==> config.mk <==
export PLATFORM = sky130hd
export DESIGN_NAME = pipeline_controller
export DESIGN_NICKNAME = d
export VERILOG_FILES = /design/src/rtl/cpu_types_pkg.sv /design/src/rtl/perf_counter.sv /design/src/rtl/pipeline_controller.sv
export SDC_FILE = /design/constraint.sdc
export NUM_CORES = 1
export LEC_CHECK = 0
export ABC_AREA = 1
export CAP_MARGIN = 25
export CORE_MARGIN = 2
export CORE_UTILIZATION = 33
export CTS_CLUSTER_DIAMETER = 100
export DETAILED_ROUTE_END_ITERATION = 12
export HOLD_SLACK_MARGIN = 0.03
export PLACE_DENSITY = 0.84
export SYNTH_ARGS = -nofsm -noshare
export SYNTH_HDL_FRONTEND = slang
export SYNTH_HIERARCHICAL = 1
export SYNTH_SLANG_ARGS = --single-unit
==> constraint.sdc <==
create_clock -name CLK -period 1.45 [get_ports CLK]
set_clock_uncertainty 0.05 [all_clocks]
set_input_delay 0.2175 -clock CLK [delete_from_list [all_inputs] [get_ports CLK]]
set_output_delay 0.2175 -clock CLK [all_outputs]
set_load 0.05 [all_outputs]
==> src/rtl/cpu_types_pkg.sv <==
// Shared CPU type definitions used by the pipeline control logic.
package cpu_types_pkg;

    typedef enum logic [1:0] {
        RUN    = 2'd0,
        DRAIN  = 2'd1,
        HALTED = 2'd2
    } pipe_state_t;

endpackage

==> src/rtl/perf_counter.sv <==
// Saturating event counter with synchronous clear.
module perf_counter #(
    parameter int W = 32
) (
    input  logic         CLK,
    input  logic         nRST,
    input  logic         i_inc,
    input  logic         i_clr,
    output logic [W-1:0] o_cnt
);

    logic [W-1:0] r_cnt;

    always_ff @(posedge CLK or negedge nRST) begin
        if (!nRST) begin
            r_cnt <= '0;
        end else if (i_clr) begin
            r_cnt <= '0;
        end else if (i_inc && (r_cnt != '1)) begin
            r_cnt <= r_cnt + 1'b1;
        end
    end

    assign o_cnt = r_cnt;

endmodule

==> src/rtl/pipeline_controller.sv <==
// Pipeline stall/flush/halt sequencer for an in-order core.
// Define PIPE_PERF_EN to build in the stall/flush performance counters.
module pipeline_controller
    import cpu_types_pkg::*;
#(
    parameter int NSTAGES   = 5,
    parameter int MEM_STAGE = 3,
    parameter int PERF_W    = 32
) (
    input  logic               CLK,
    input  logic               nRST,
    input  logic               ihit,
    input  logic               dhit,
    input  logic               dmem_req,
    input  logic               load_use,
    input  logic               branch_taken,
    input  logic               halt_dec,
    output logic               pc_en,
    output logic [NSTAGES-2:0] latch_en,
    output logic [NSTAGES-2:0] latch_flush,
    output logic [NSTAGES-1:0] valid,
    output logic               halt,
    output logic [PERF_W-1:0]  stall_cnt,
    output logic [PERF_W-1:0]  flush_cnt
);

    pipe_state_t        r_state;
    pipe_state_t        w_state_nxt;
    logic [NSTAGES-1:0] r_valid;
    logic [NSTAGES-1:2] r_tok;
    logic               r_halt;
    logic               w_mem_stall;
    logic               w_pc_en;
    logic               w_load_tok;
    logic               w_tok_out;
    logic [NSTAGES-2:0] w_en;
    logic [NSTAGES-2:0] w_fl;

    assign w_mem_stall = r_valid[MEM_STAGE] & dmem_req & ~dhit;

    always_comb begin
        w_pc_en     = 1'b1;
        w_en        = '1;
        w_fl        = '0;
        w_state_nxt = r_state;
        if (w_mem_stall) begin
            w_pc_en = 1'b0;
            for (int k = 0; k < MEM_STAGE; k++) begin
                w_en[k] = 1'b0;
            end
            w_fl[MEM_STAGE] = 1'b1;
        end else if (load_use) begin
            w_pc_en = 1'b0;
            w_en[0] = 1'b0;
            w_fl[1] = 1'b1;
        end else if (branch_taken) begin
            w_fl[0] = 1'b1;
        end else if (!ihit) begin
            w_pc_en = 1'b0;
            w_fl[0] = 1'b1;
        end
        // Draining: no new fetches, whatever ID resolves.
        if (r_state == DRAIN) begin
            w_pc_en = 1'b0;
            w_fl[0] = 1'b1;
        end
        if (r_state == HALTED) begin
            w_pc_en = 1'b0;
            w_en    = '0;
            w_fl    = '0;
        end
        if (!nRST) begin
            w_pc_en = 1'b0;
            w_en    = '0;
            w_fl    = '1;
        end
        w_load_tok = (r_state == RUN) & halt_dec & r_valid[1]
                   & w_en[1] & ~w_fl[1];
        w_tok_out  = (r_state == DRAIN) & r_tok[NSTAGES-1];
        case (r_state)
            RUN:     if (w_load_tok) w_state_nxt = DRAIN;
            DRAIN:   if (w_tok_out)  w_state_nxt = HALTED;
            default: w_state_nxt = r_state;
        endcase
    end

    always_ff @(posedge CLK or negedge nRST) begin
        if (!nRST) begin
            r_state <= RUN;
            r_valid <= '0;
            r_tok   <= '0;
            r_halt  <= 1'b0;
        end else begin
            r_state    <= w_state_nxt;
            r_valid[0] <= (w_state_nxt == RUN);
            for (int k = 0; k < NSTAGES-1; k++) begin
                if (w_en[k]) r_valid[k+1] <= ~w_fl[k] & r_valid[k];
            end
            if (w_en[1]) r_tok[2] <= w_load_tok;
            for (int k = 2; k < NSTAGES-1; k++) begin
                if (w_en[k]) r_tok[k+1] <= ~w_fl[k] & r_tok[k];
            end
            if (w_tok_out) r_halt <= 1'b1;
        end
    end

    assign pc_en       = w_pc_en;
    assign latch_en    = w_en;
    assign latch_flush = w_fl;
    assign valid       = r_valid;
    assign halt        = r_halt;

`ifdef PIPE_PERF_EN
    logic w_stall_inc;
    logic w_flush_inc;

    assign w_stall_inc = (r_state != HALTED) & ~w_pc_en;
    assign w_flush_inc = (r_state != HALTED) & (|w_fl);

    perf_counter #(.W(PERF_W)) u_stall_cnt (
        .CLK   (CLK),
        .nRST  (nRST),
        .i_inc (w_stall_inc),
        .i_clr (1'b0),
        .o_cnt (stall_cnt)
    );

    perf_counter #(.W(PERF_W)) u_flush_cnt (
        .CLK   (CLK),
        .nRST  (nRST),
        .i_inc (w_flush_inc),
        .i_clr (1'b0),
        .o_cnt (flush_cnt)
    );
`else
    assign stall_cnt = '0;
    assign flush_cnt = '0;
`endif

endmodule

==> results of run 1 <==
==> stage by stage <==
stage	TNS (ns)	cells	hold slack (ns)	instance area, um^2
after floorplan	-0.0994	200	-0.128	1340
after global placement	-2.19	212	0.413	1330
after detailed placement	-2.23	212	0.435	1330
after CTS	-0.885	221	0.134	1410
after global routing	-1.41	225	0.139	1460
final	-0.782	225	0.125	1460
==> worst max-delay path: stages, from the launching register on <==
cell                      delay (ns)
sky130_fd_sc_hd__dfrtp_1        0.39
sky130_fd_sc_hd__inv_2          0.08
sky130_fd_sc_hd__nand2_4        0.07
sky130_fd_sc_hd__o21ai_1        0.08
sky130_fd_sc_hd__inv_1          0.06
sky130_fd_sc_hd__a21oi_2        0.16
sky130_fd_sc_hd__inv_2          0.05
sky130_fd_sc_hd__buf_6          0.14
==> placed cells by master (no fill, tap or decap) <==
cell,netlist,final
sky130_fd_sc_hd__nand3_2,1,1
sky130_fd_sc_hd__clkbuf_4,0,3
sky130_fd_sc_hd__nand2_1,15,12
sky130_fd_sc_hd__nand2_8,0,1
sky130_fd_sc_hd__buf_4,65,19
sky130_fd_sc_hd__inv_1,11,9
sky130_fd_sc_hd__clkinvlp_4,0,1
sky130_fd_sc_hd__inv_2,3,4
sky130_fd_sc_hd__dfrtp_2,0,1
sky130_fd_sc_hd__conb_1,1,64
sky130_fd_sc_hd__clkinv_4,1,1
sky130_fd_sc_hd__nand2_2,3,6
sky130_fd_sc_hd__dfrtp_1,11,10
sky130_fd_sc_hd__o21ai_1,4,4
sky130_fd_sc_hd__buf_12,0,13
sky130_fd_sc_hd__nand4_1,1,1
sky130_fd_sc_hd__clkbuf_1,0,1
sky130_fd_sc_hd__nor2_1,4,2
sky130_fd_sc_hd__dlygate4sd2_1,0,3
sky130_fd_sc_hd__nand3_1,5,5
sky130_fd_sc_hd__nand2_4,3,2
sky130_fd_sc_hd__nor2_2,3,3
sky130_fd_sc_hd__o21ai_2,0,1
sky130_fd_sc_hd__o22ai_1,1,1
sky130_fd_sc_hd__a22o_1,1,1
sky130_fd_sc_hd__clkdlybuf4s50_1,0,4
sky130_fd_sc_hd__nor2_4,2,4
sky130_fd_sc_hd__a21oi_2,1,1
sky130_fd_sc_hd__buf_6,0,3
==> report_power, final <==
group          switching (mW)  internal (mW)
clock                  0.0966          0.107
combinational           0.437         0.0654
sequential            0.00356          0.313
total                   0.537          0.485
==> synthesized netlist by cell type, types with 2 or more instances <==
master,number,area [um^2]
sky130_fd_sc_hd__nor2_4,2,22.5
sky130_fd_sc_hd__nand2_2,3,18.8
sky130_fd_sc_hd__inv_1,11,41.3
sky130_fd_sc_hd__nand2_1,15,56.3
sky130_fd_sc_hd__nor2_2,3,18.8
sky130_fd_sc_hd__nand3_1,5,25.0
sky130_fd_sc_hd__nor2_1,4,15.0
sky130_fd_sc_hd__nand2_4,3,33.8
sky130_fd_sc_hd__buf_4,65,488
sky130_fd_sc_hd__o21ai_1,4,20.0
sky130_fd_sc_hd__dfrtp_1,11,275
sky130_fd_sc_hd__inv_2,3,11.3
==> area by class of cell <==
cell class	instances	area share (%)
timing repair buffer	42	34.5
inverter	15	4.47
clock buffer	4	1.80
sequential	11	19.0
tap	44	3.78
multi-input combinational	109	36.4
==> cell families (layout without fill, tap and decap cells) <==
logic type	after synthesis	in the layout	synth area share (%)
simple gates	37	37	19.1
buf+inv	80	61	50.7
compound gates	8	8	4.50
other cells	1	64	0.346
flops	11	11	25.4
==> what timing repair did <==
action | 4_1_cts | 5_1_grt
gates resized for setup | 7 | 5
setup endpoints to repair | 9 | 10
buffers inserted | 5 | 4
pin swaps | 4 | 4
==> per-layer routing <==
layer	wire, um	share of wire (%)
met1	635	35
met2	970	53
met3	194	11
met4	16	0.88
met5	0	0
==> registers in the layout, indices dropped and copies added, names as in the netlist <==
name / flops
r_state: 2
halt: 1
valid: 5
r_tok: 3
==> final timing paths <==
| check | to | slack (ns) | cells past startpoint |
|---|---|---|---|
| max | latch_flush[0] | -0.12 | 7 |
| min | valid[1]$_DFFE_PN0P_ | 0.13 | 2 |
| max reg2reg | valid[2]$_DFFE_PN0N_ | 0.03 | 7 |
| min reg2reg | r_tok[2]$_DFFE_PN0N_ | 0.45 | 2 |
| max in group asynchronous | valid[3]$_DFFE_PN0N_ | 1.07 | 2 |
| min in group CLK | r_tok[2]$_DFFE_PN0N_ | 0.45 | 2 |
==> flow_metrics.tcl, run 1 <==
set metrics [dict create \
    worstSkewPairLatency_ns 0.27 \
    die-area_mm2 0.00376 \
    timing.max_cap.violations 0 \
    drt_iter0_drc 4 \
    groute.usage.overall_pct 9.57 \
    clk_transition_reported_paths_ns 0.06 \
    io_buffers 22 \
    mapped_cell_area_mm2 0.00108 \
    grt_busiest_layer "met2" \
    die_y_um 61.3 \
    cts.hold.buffers_added 0 \
    r2r_start "r_state[1]$_DFF_PN0_" \
    drcViolationCount 0 \
    detail_route.wirelength_um 1820 \
    final_core_util_pct 47.3 \
    finalNetCount 190 \
    finalSetupViolations 8 \
    achievable-frequency_mhz 635 \
    post_route_total_power_mw 1.02 \
    synth-seq-area-share_pct 25.4 \
    period_needed_ns 1.57 \
    routabilityCongestion 0.798 \
    setup_cp_type "reg -> out" \
    synth_edf_count 0 \
    cts_tree "yes" \
    antenna_violating_nets_post_route 0 \
    arrival_ns 1.31 \
    use_met2_pct 15.8 \
    seq_area_um2 277 \
    grt-ovfl-total 0 \
    cp-start-kind "register" \
    grt_pass1_wl_um 2590 \
    synthesis.yosys.warnings 6 \
    floorplan.initialDensity_pct 35.2 \
    antenna_found_initial 0 \
    vias_per_cell 3.36 \
    cp_max_fo 4 \
    multi_input_area_um2 531 \
    clock-root-buffer "sky130_fd_sc_hd__clkbuf_4" \
    final_period_util_pct 109 \
    ys_dominant_reg_cell "sky130_fd_sc_hd__dfrtp_1" \
    drive_gt1_share_pct 35.4 \
    grt_pass1_vias 613 \
    hpwl_um 1520 \
    vdd_ir_drop_max_mv 0.321 \
    netlist_instances 137 \
    startpoint "r_state[0]$_DFF_PN0_" \
    leakagePower_nw 0.792 \
    postLayoutSetupSlackWorst_ns -0.124 \
    fill_cells 290 \
    hold_path.class "in -> async" \
    areaGrowthSynthToFinish_pct 34.4 \
    detailedRoute.firstPassIterationCount 4 \
    synth_cell_type_count 20 \
    fp.coreArea_mm2 0.00308 \
    avgSynthCellArea_um2 7.91 \
    dp_worst_setup_slack_ns -0.203 \
    boundaryPins 87 \
    grt_max_degree 12 \
    run_status "finished, violations left" \
    gr-usage-met1_pct 11.3 \
    worst_ep_required_time_ns 1.18 \
    hold_violations 0 \
    pd_cells_mw_per_mm2 702 \
    groute.layer.met3.usage_pct 3.57 \
    antenna_cells 0 \
    routed_vias 755 \
    failed_checks "setup timing" \
    die_width_um 61.3 \
    row_count 20 \
    clock_tree.htree_level_count 1 \
    ys_ff_latch 11 \
    asyncSetResetFlopFracSynth_pct 100 \
    rsz0062_at_grt "true" \
    slew_violations 0 \
    route.detailed.wl_per_inst_um 8.07 \
    clock_sinks 11 \
    clock_buffer_count_from_cts 3 \
    setup.worst_path.end_class "output pin" \
    ctsLongestPathBuffers 2 \
]
Power figures use the tool's default switching activity.
==> inputs of run 2 (changes only) <==
--- a/config.mk
+++ b/config.mk
@@ -11,9 +11,11 @@
 export CORE_UTILIZATION = 33
 export CTS_CLUSTER_DIAMETER = 100
 export DETAILED_ROUTE_END_ITERATION = 12
+export GPL_ROUTABILITY_DRIVEN = 0
 export HOLD_SLACK_MARGIN = 0.03
 export PLACE_DENSITY = 0.84
 export SYNTH_ARGS = -nofsm -noshare
 export SYNTH_HDL_FRONTEND = slang
 export SYNTH_HIERARCHICAL = 1
 export SYNTH_SLANG_ARGS = --single-unit
+export TNS_END_PERCENT = 5
==> run 2 against run 1 <==
The flow still finishes with violations (setup timing). Sequential power is essentially flat. Wire length grew 5.3%. Clock power grew 4%. Total power grew 1.1%. Hold slack lost 0.045 ns. Non-clock buffer count shrank 1. Combinational power is essentially flat. Via count grew 1.6%. Setup slack gained 0.0022 ns. Core utilization is essentially flat. Largest cell class unchanged. Highest routed layer unchanged.
==> flow_metrics.tcl, run 2 (synthesis results as in run 1) <==
set metrics [dict create \
    run_status "finished, violations left" \
    failed_checks "setup timing" \
    period_needed_ns 1.57 \
    cp-start-kind "register" \
    floorplan.initialDensity_pct 35.2 \
    post_route_total_power_mw 1.03 \
    leakagePower_nw 0.798 \
    post_dp_cell_area_mm2 0.00134 \
    grt_pass1_wl_um 2650 \
    clock-root-buffer "sky130_fd_sc_hd__clkbuf_4" \
    detail_route.wirelength_um 1910 \
    die_width_um 61.3 \
    seq_area_um2 278 \
    clock_tree.htree_level_count 1 \
    antenna_cells 0 \
    layout.cells.most_common "sky130_fd_sc_hd__conb_1" \
    cp_common_cell "sky130_fd_sc_hd__nand2_4" \
    row_count 20 \
    hpwl_um 1530 \
    vias_per_cell 3.42 \
    critical-path-max-stage-delay_ns 0.39 \
    grt-ovfl-total 0 \
    fp.coreArea_mm2 0.00308 \
    pd_cells_mw_per_mm2 709 \
    largest_register_ff_count 5 \
    arrival_ns 1.30 \
    detailedRoute.firstPassIterationCount 3 \
    setup.worst_path.end_class "output pin" \
    achievable-frequency_mhz 636 \
    multi_input_area_um2 528 \
    worst_hold_margin_ns 0.0802 \
    clock_sinks 11 \
    grt_pass1_vias 611 \
    areaGrowthSynthToFinish_pct 34.5 \
    die_y_um 61.3 \
    finalNetCount 189 \
    clk_transition_reported_paths_ns 0.07 \
    final_area_mm2 0.00146 \
    vdd_ir_drop_max_mv 0.276 \
    cp_max_fo 4 \
    antenna_found_initial 0 \
    grt_max_degree 9 \
    drive_gt1_share_pct 34.4 \
    antenna_violating_nets_post_route 0 \
    layout.cells.most_common_list "64 x sky130_fd_sc_hd__conb_1, 16 x sky130_fd_sc_hd__buf_4, 13 x sky130_fd_sc_hd__nand2_1, 13 x sky130_fd_sc_hd__buf_12" \
    clock_buffer_count_from_cts 3 \
    boundaryPins 87 \
    postLayoutSetupSlackWorst_ns -0.122 \
    cts_tree "yes" \
    finalSetupViolations 8 \
    crit_family "buffers and inverters" \
    hold_violations 0 \
    cp_num_buf_inv 4 \
    io_buffers 22 \
    die-area_mm2 0.00376 \
    slew_violations 0 \
    drcViolationCount 0 \
    groute.usage.overall_pct 9.79 \
    final_period_util_pct 108 \
    hold_path.class "in -> async" \
    setup_cp_type "reg -> out" \
    timing.max_cap.violations 0 \
    drt_iter0_drc 12 \
    route.detailed.wl_per_inst_um 8.53 \
    worstSkewPairLatency_ns 0.27 \
    tns_ns -0.748 \
    routed_vias 767 \
    critical-path-slowest-cell "sky130_fd_sc_hd__dfrtp_1" \
    fill_cells 312 \
    ctsLongestPathBuffers 2 \
    rsz0062_at_grt "true" \
    crit_chain "inv_2 -> nand2_4 -> nand2_4 -> clkinv_4 -> nand2_8 -> clkinvlp_4 -> buf_12" \
    worst_ep_required_time_ns 1.18 \
]
## run 2: metal layers
metal	vias up	global-route usage, %	routed length (um)
met4	0	3.73	25
met1	344	12.3	704
li1	372	-	-
met3	3	2.94	202
met2	48	15.8	979
met5	-	0	0
## run 2: final cells by class
type / count / share of cell area (%)
clock buffer: 4 / 1.80
inverter: 15 / 4.46
multi-input combinational: 109 / 36.2
sequential: 11 / 19.1
tap: 44 / 3.78
timing repair buffer: 41 / 34.7
## run 2: timing repair
item                                   in CTS  in global routing
setup endpoints to repair                   9                  8
hold buffers                                1                  0
endpoints found under the hold margin       1                  0
cloned                                      0                  0
resized for setup                          11                  3
setup buffers                               4                  2
pin swaps                                   7                  4
## run 2: stage by stage
stage,std cells,setup slack [ns],util [%]
floorplan,200,-0.0517,-
detailed placement,213,-0.257,43.5
global route,224,-0.201,47.4
CTS,222,-0.152,46.6
finish,224,-0.122,47.4
global placement,213,-0.223,43.5
## run 2: final timing paths
check                                      from  cells after the start  slack (ns)                    to
hold / removal                             nRST                      2        0.08  valid[4]$_DFFE_PN0P_
min in group CLK           r_tok[2]$_DFFE_PN0N_                      2        0.46  r_tok[2]$_DFFE_PN0N_
setup reg to reg           valid[3]$_DFFE_PN0N_                      8        0.07  r_tok[3]$_DFFE_PN0N_
hold reg to reg            r_tok[2]$_DFFE_PN0N_                      2        0.46  r_tok[2]$_DFFE_PN0N_
setup / recovery           r_state[0]$_DFF_PN0_                      7       -0.12           latch_en[0]
max in group asynchronous                  nRST                      2        0.78  valid[2]$_DFFE_PN0N_
## run 2: power breakdown
part	total (mW)	internal, mW	switching, mW
clock network	0.211	0.107	0.105
registers	0.316	0.312	0.00370
logic	0.506	0.0679	0.438
==> inputs of run 3 (changes only) <==
--- a/config.mk
+++ b/config.mk
@@ -13,9 +13,9 @@
 export DETAILED_ROUTE_END_ITERATION = 12
 export GPL_ROUTABILITY_DRIVEN = 0
 export HOLD_SLACK_MARGIN = 0.03
+export MAX_ROUTING_LAYER = met4
 export PLACE_DENSITY = 0.84
 export SYNTH_ARGS = -nofsm -noshare
 export SYNTH_HDL_FRONTEND = slang
 export SYNTH_HIERARCHICAL = 1
 export SYNTH_SLANG_ARGS = --single-unit
-export TNS_END_PERCENT = 5
==> run 3 against run 2 <==
The run still ends with setup timing left. Sequential share of layout area down 0.070 points. Non-clock buffer count increased by 1. Cell count rose by 0.45%. Design area about the same. Sequential power hardly changed.
==> flow_metrics.tcl, run 3 (synthesis results as in run 1) <==
set metrics [dict create \
    run_status "finished, violations left" \
    failed_checks "setup timing" \
    route.detailed.wl_per_inst_um 8.07 \
    worst_ep_required_time_ns 1.18 \
    groute.usage.overall_pct 9.87 \
    clk_transition_reported_paths_ns 0.06 \
    leakagePower_nw 0.792 \
    period_needed_ns 1.57 \
    vias_per_cell 3.37 \
    cts_tree "yes" \
    worst_hold_margin_ns 0.134 \
    clock_sinks 11 \
    dr.max_layer_used "met4" \
    finalSetupViolations 8 \
    final_period_util_pct 108 \
    grt_pass1_wl_um 2590 \
    r2r_start "r_state[1]$_DFF_PN0_" \
    dr_wl_met2_um 970 \
    timing.max_cap.violations 0 \
    detailedRoute.firstPassIterationCount 4 \
    die-area_mm2 0.00376 \
    hpwl_um 1520 \
    achievable-frequency_mhz 638 \
    pd_cells_mw_per_mm2 699 \
    drive_gt1_share_pct 35.4 \
    cp-start-kind "register" \
    clock_tree.htree_level_count 1 \
    areaGrowthSynthToFinish_pct 34.4 \
    fp.coreArea_mm2 0.00308 \
    vdd_ir_drop_max_mv 0.316 \
    postLayoutSetupSlackWorst_ns -0.117 \
    row_count 20 \
    grt_max_degree 12 \
    grt_pass1_vias 609 \
    layout.cells.most_common_list "64 x sky130_fd_sc_hd__conb_1, 19 x sky130_fd_sc_hd__buf_4, 13 x sky130_fd_sc_hd__buf_12" \
    setup.worst_path.end "latch_flush[0]" \
    hold_violations 0 \
    arrival_ns 1.30 \
    sum_of_routed_wire_segments_on_met1_um 645 \
    detail_route.wirelength_um 1820 \
    rsz0062_at_grt "true" \
    routed_vias 758 \
    floorplan.initialDensity_pct 35.2 \
    antenna_cells 0 \
    die_width_um 61.3 \
    wire_length_on_met3_um 182 \
    antenna_violating_nets_post_route 0 \
    boundaryPins 87 \
    io_buffers 22 \
    timing.reg2reg.worst_path_depth 7 \
    finalNetCount 190 \
    ctsLongestPathBuffers 2 \
    drt_iter0_drc 7 \
    cp_max_fo 4 \
    hold_path.class "in -> async" \
    grt-ovfl-total 0 \
    r2r-end "valid[2]$_DFFE_PN0N_" \
    clock_buffer_count_from_cts 3 \
    post_route_total_power_mw 1.02 \
    slew_violations 0 \
    fill_cells 290 \
    die_y_um 61.3 \
    setup_cp_type "reg -> out" \
    drcViolationCount 0 \
    layout.cells.most_common "sky130_fd_sc_hd__conb_1" \
    reg2reg_setup_slack_ns 0.04 \
    clock-root-buffer "sky130_fd_sc_hd__clkbuf_4" \
    largest_register_ff_count 5 \
    worstSkewPairLatency_ns 0.26 \
    startpoint "r_state[0]$_DFF_PN0_" \
    antenna_found_initial 0 \
    setup.worst_path.end_class "output pin" \
]
[run 3: changes by cell type in the layout (fill, tap and decap cells not counted)]
cell | before | now
sky130_fd_sc_hd__dfrtp_2 | 2 | 1
sky130_fd_sc_hd__dfrtp_1 | 9 | 10
sky130_fd_sc_hd__nand2_2 | 5 | 6
sky130_fd_sc_hd__nand2_1 | 13 | 12
sky130_fd_sc_hd__buf_6 | 4 | 3
sky130_fd_sc_hd__dlygate4sd2_1 | 2 | 3
sky130_fd_sc_hd__dlymetal6s2s_1 | 1 | 0
sky130_fd_sc_hd__buf_4 | 16 | 19
sky130_fd_sc_hd__dlygate4sd3_1 | 1 | 0
[run 3: worst min-delay path by stage]
| stage | depth (start not counted) | slack [ns] | endpoint |
|---|---|---|---|
| 3_5_place_dp | 2 | 0.44 | r_tok[2]$_DFFE_PN0N_ |
| 4_1_cts | 2 | 0.13 | valid[1]$_DFFE_PN0P_ |
| 2_1_floorplan | 0 | -0.13 | halt$_DFFE_PN0P_ |
| 3_3_place_gp | 2 | 0.41 | r_tok[2]$_DFFE_PN0N_ |
| 5_1_grt | 2 | 0.14 | valid[1]$_DFFE_PN0P_ |
| 6_report | 2 | 0.13 | valid[1]$_DFFE_PN0P_ |
[run 3: cell type report]
type | count | area [um^2] | share of cell area [%]
Tap cell | 44 | 55.1 | 3.78
Multi-Input combinational cell | 109 | 531 | 36.4
Inverter | 15 | 65.1 | 4.47
Sequential cell | 11 | 277 | 19.0
Timing Repair Buffer | 42 | 503 | 34.5
Clock buffer | 4 | 26.3 | 1.80
[run 3: repair_timing]
| action | CTS | global route |
|---|---|---|
| gates resized for setup | 7 | 5 |
| hold buffers | 0 | 0 |
| setup endpoints to repair | 9 | 10 |
| setup buffers | 5 | 4 |
| pin swaps | 4 | 4 |
[run 3: stage by stage]
stage | utilization, % | std cells | setup TNS (ns) | setup slack, ns | instance area, um^2
after global routing | 47.3 | 225 | -1.41 | -0.219 | 1460
after global placement | 43.3 | 212 | -2.19 | -0.216 | 1330
after detailed placement | 43.3 | 212 | -2.23 | -0.203 | 1330
after floorplan | - | 200 | -0.0994 | -0.0517 | 1340
final | 47.3 | 225 | -0.723 | -0.117 | 1460
after CTS | 45.8 | 221 | -0.885 | -0.143 | 1410
[run 3: routing by layer]
layer / global-route usage, % / vias up
met3: 3.36 / 2
met4: 3.73 / 0
met1: 11.4 / 332
li1: - / 377
met2: 15.8 / 47
met5: - / -
[run 3: where the power goes]
group | leakage (nW) | internal (mW) | total (mW) | switching, mW
clock | 0.0150 | 0.106 | 0.199 | 0.0925
combinational | 0.645 | 0.0654 | 0.503 | 0.437
sequential | 0.132 | 0.313 | 0.316 | 0.00356
total | 0.792 | 0.484 | 1.02 | 0.533
[run 3: critical path, cell delays in order (launching register included)]
cell and delay [ns]:
sky130_fd_sc_hd__dfrtp_1 0.39, sky130_fd_sc_hd__inv_2 0.08, sky130_fd_sc_hd__nand2_4 0.07, sky130_fd_sc_hd__o21ai_1 0.08
sky130_fd_sc_hd__inv_1 0.06, sky130_fd_sc_hd__a21oi_2 0.16, sky130_fd_sc_hd__inv_2 0.05, sky130_fd_sc_hd__buf_6 0.14
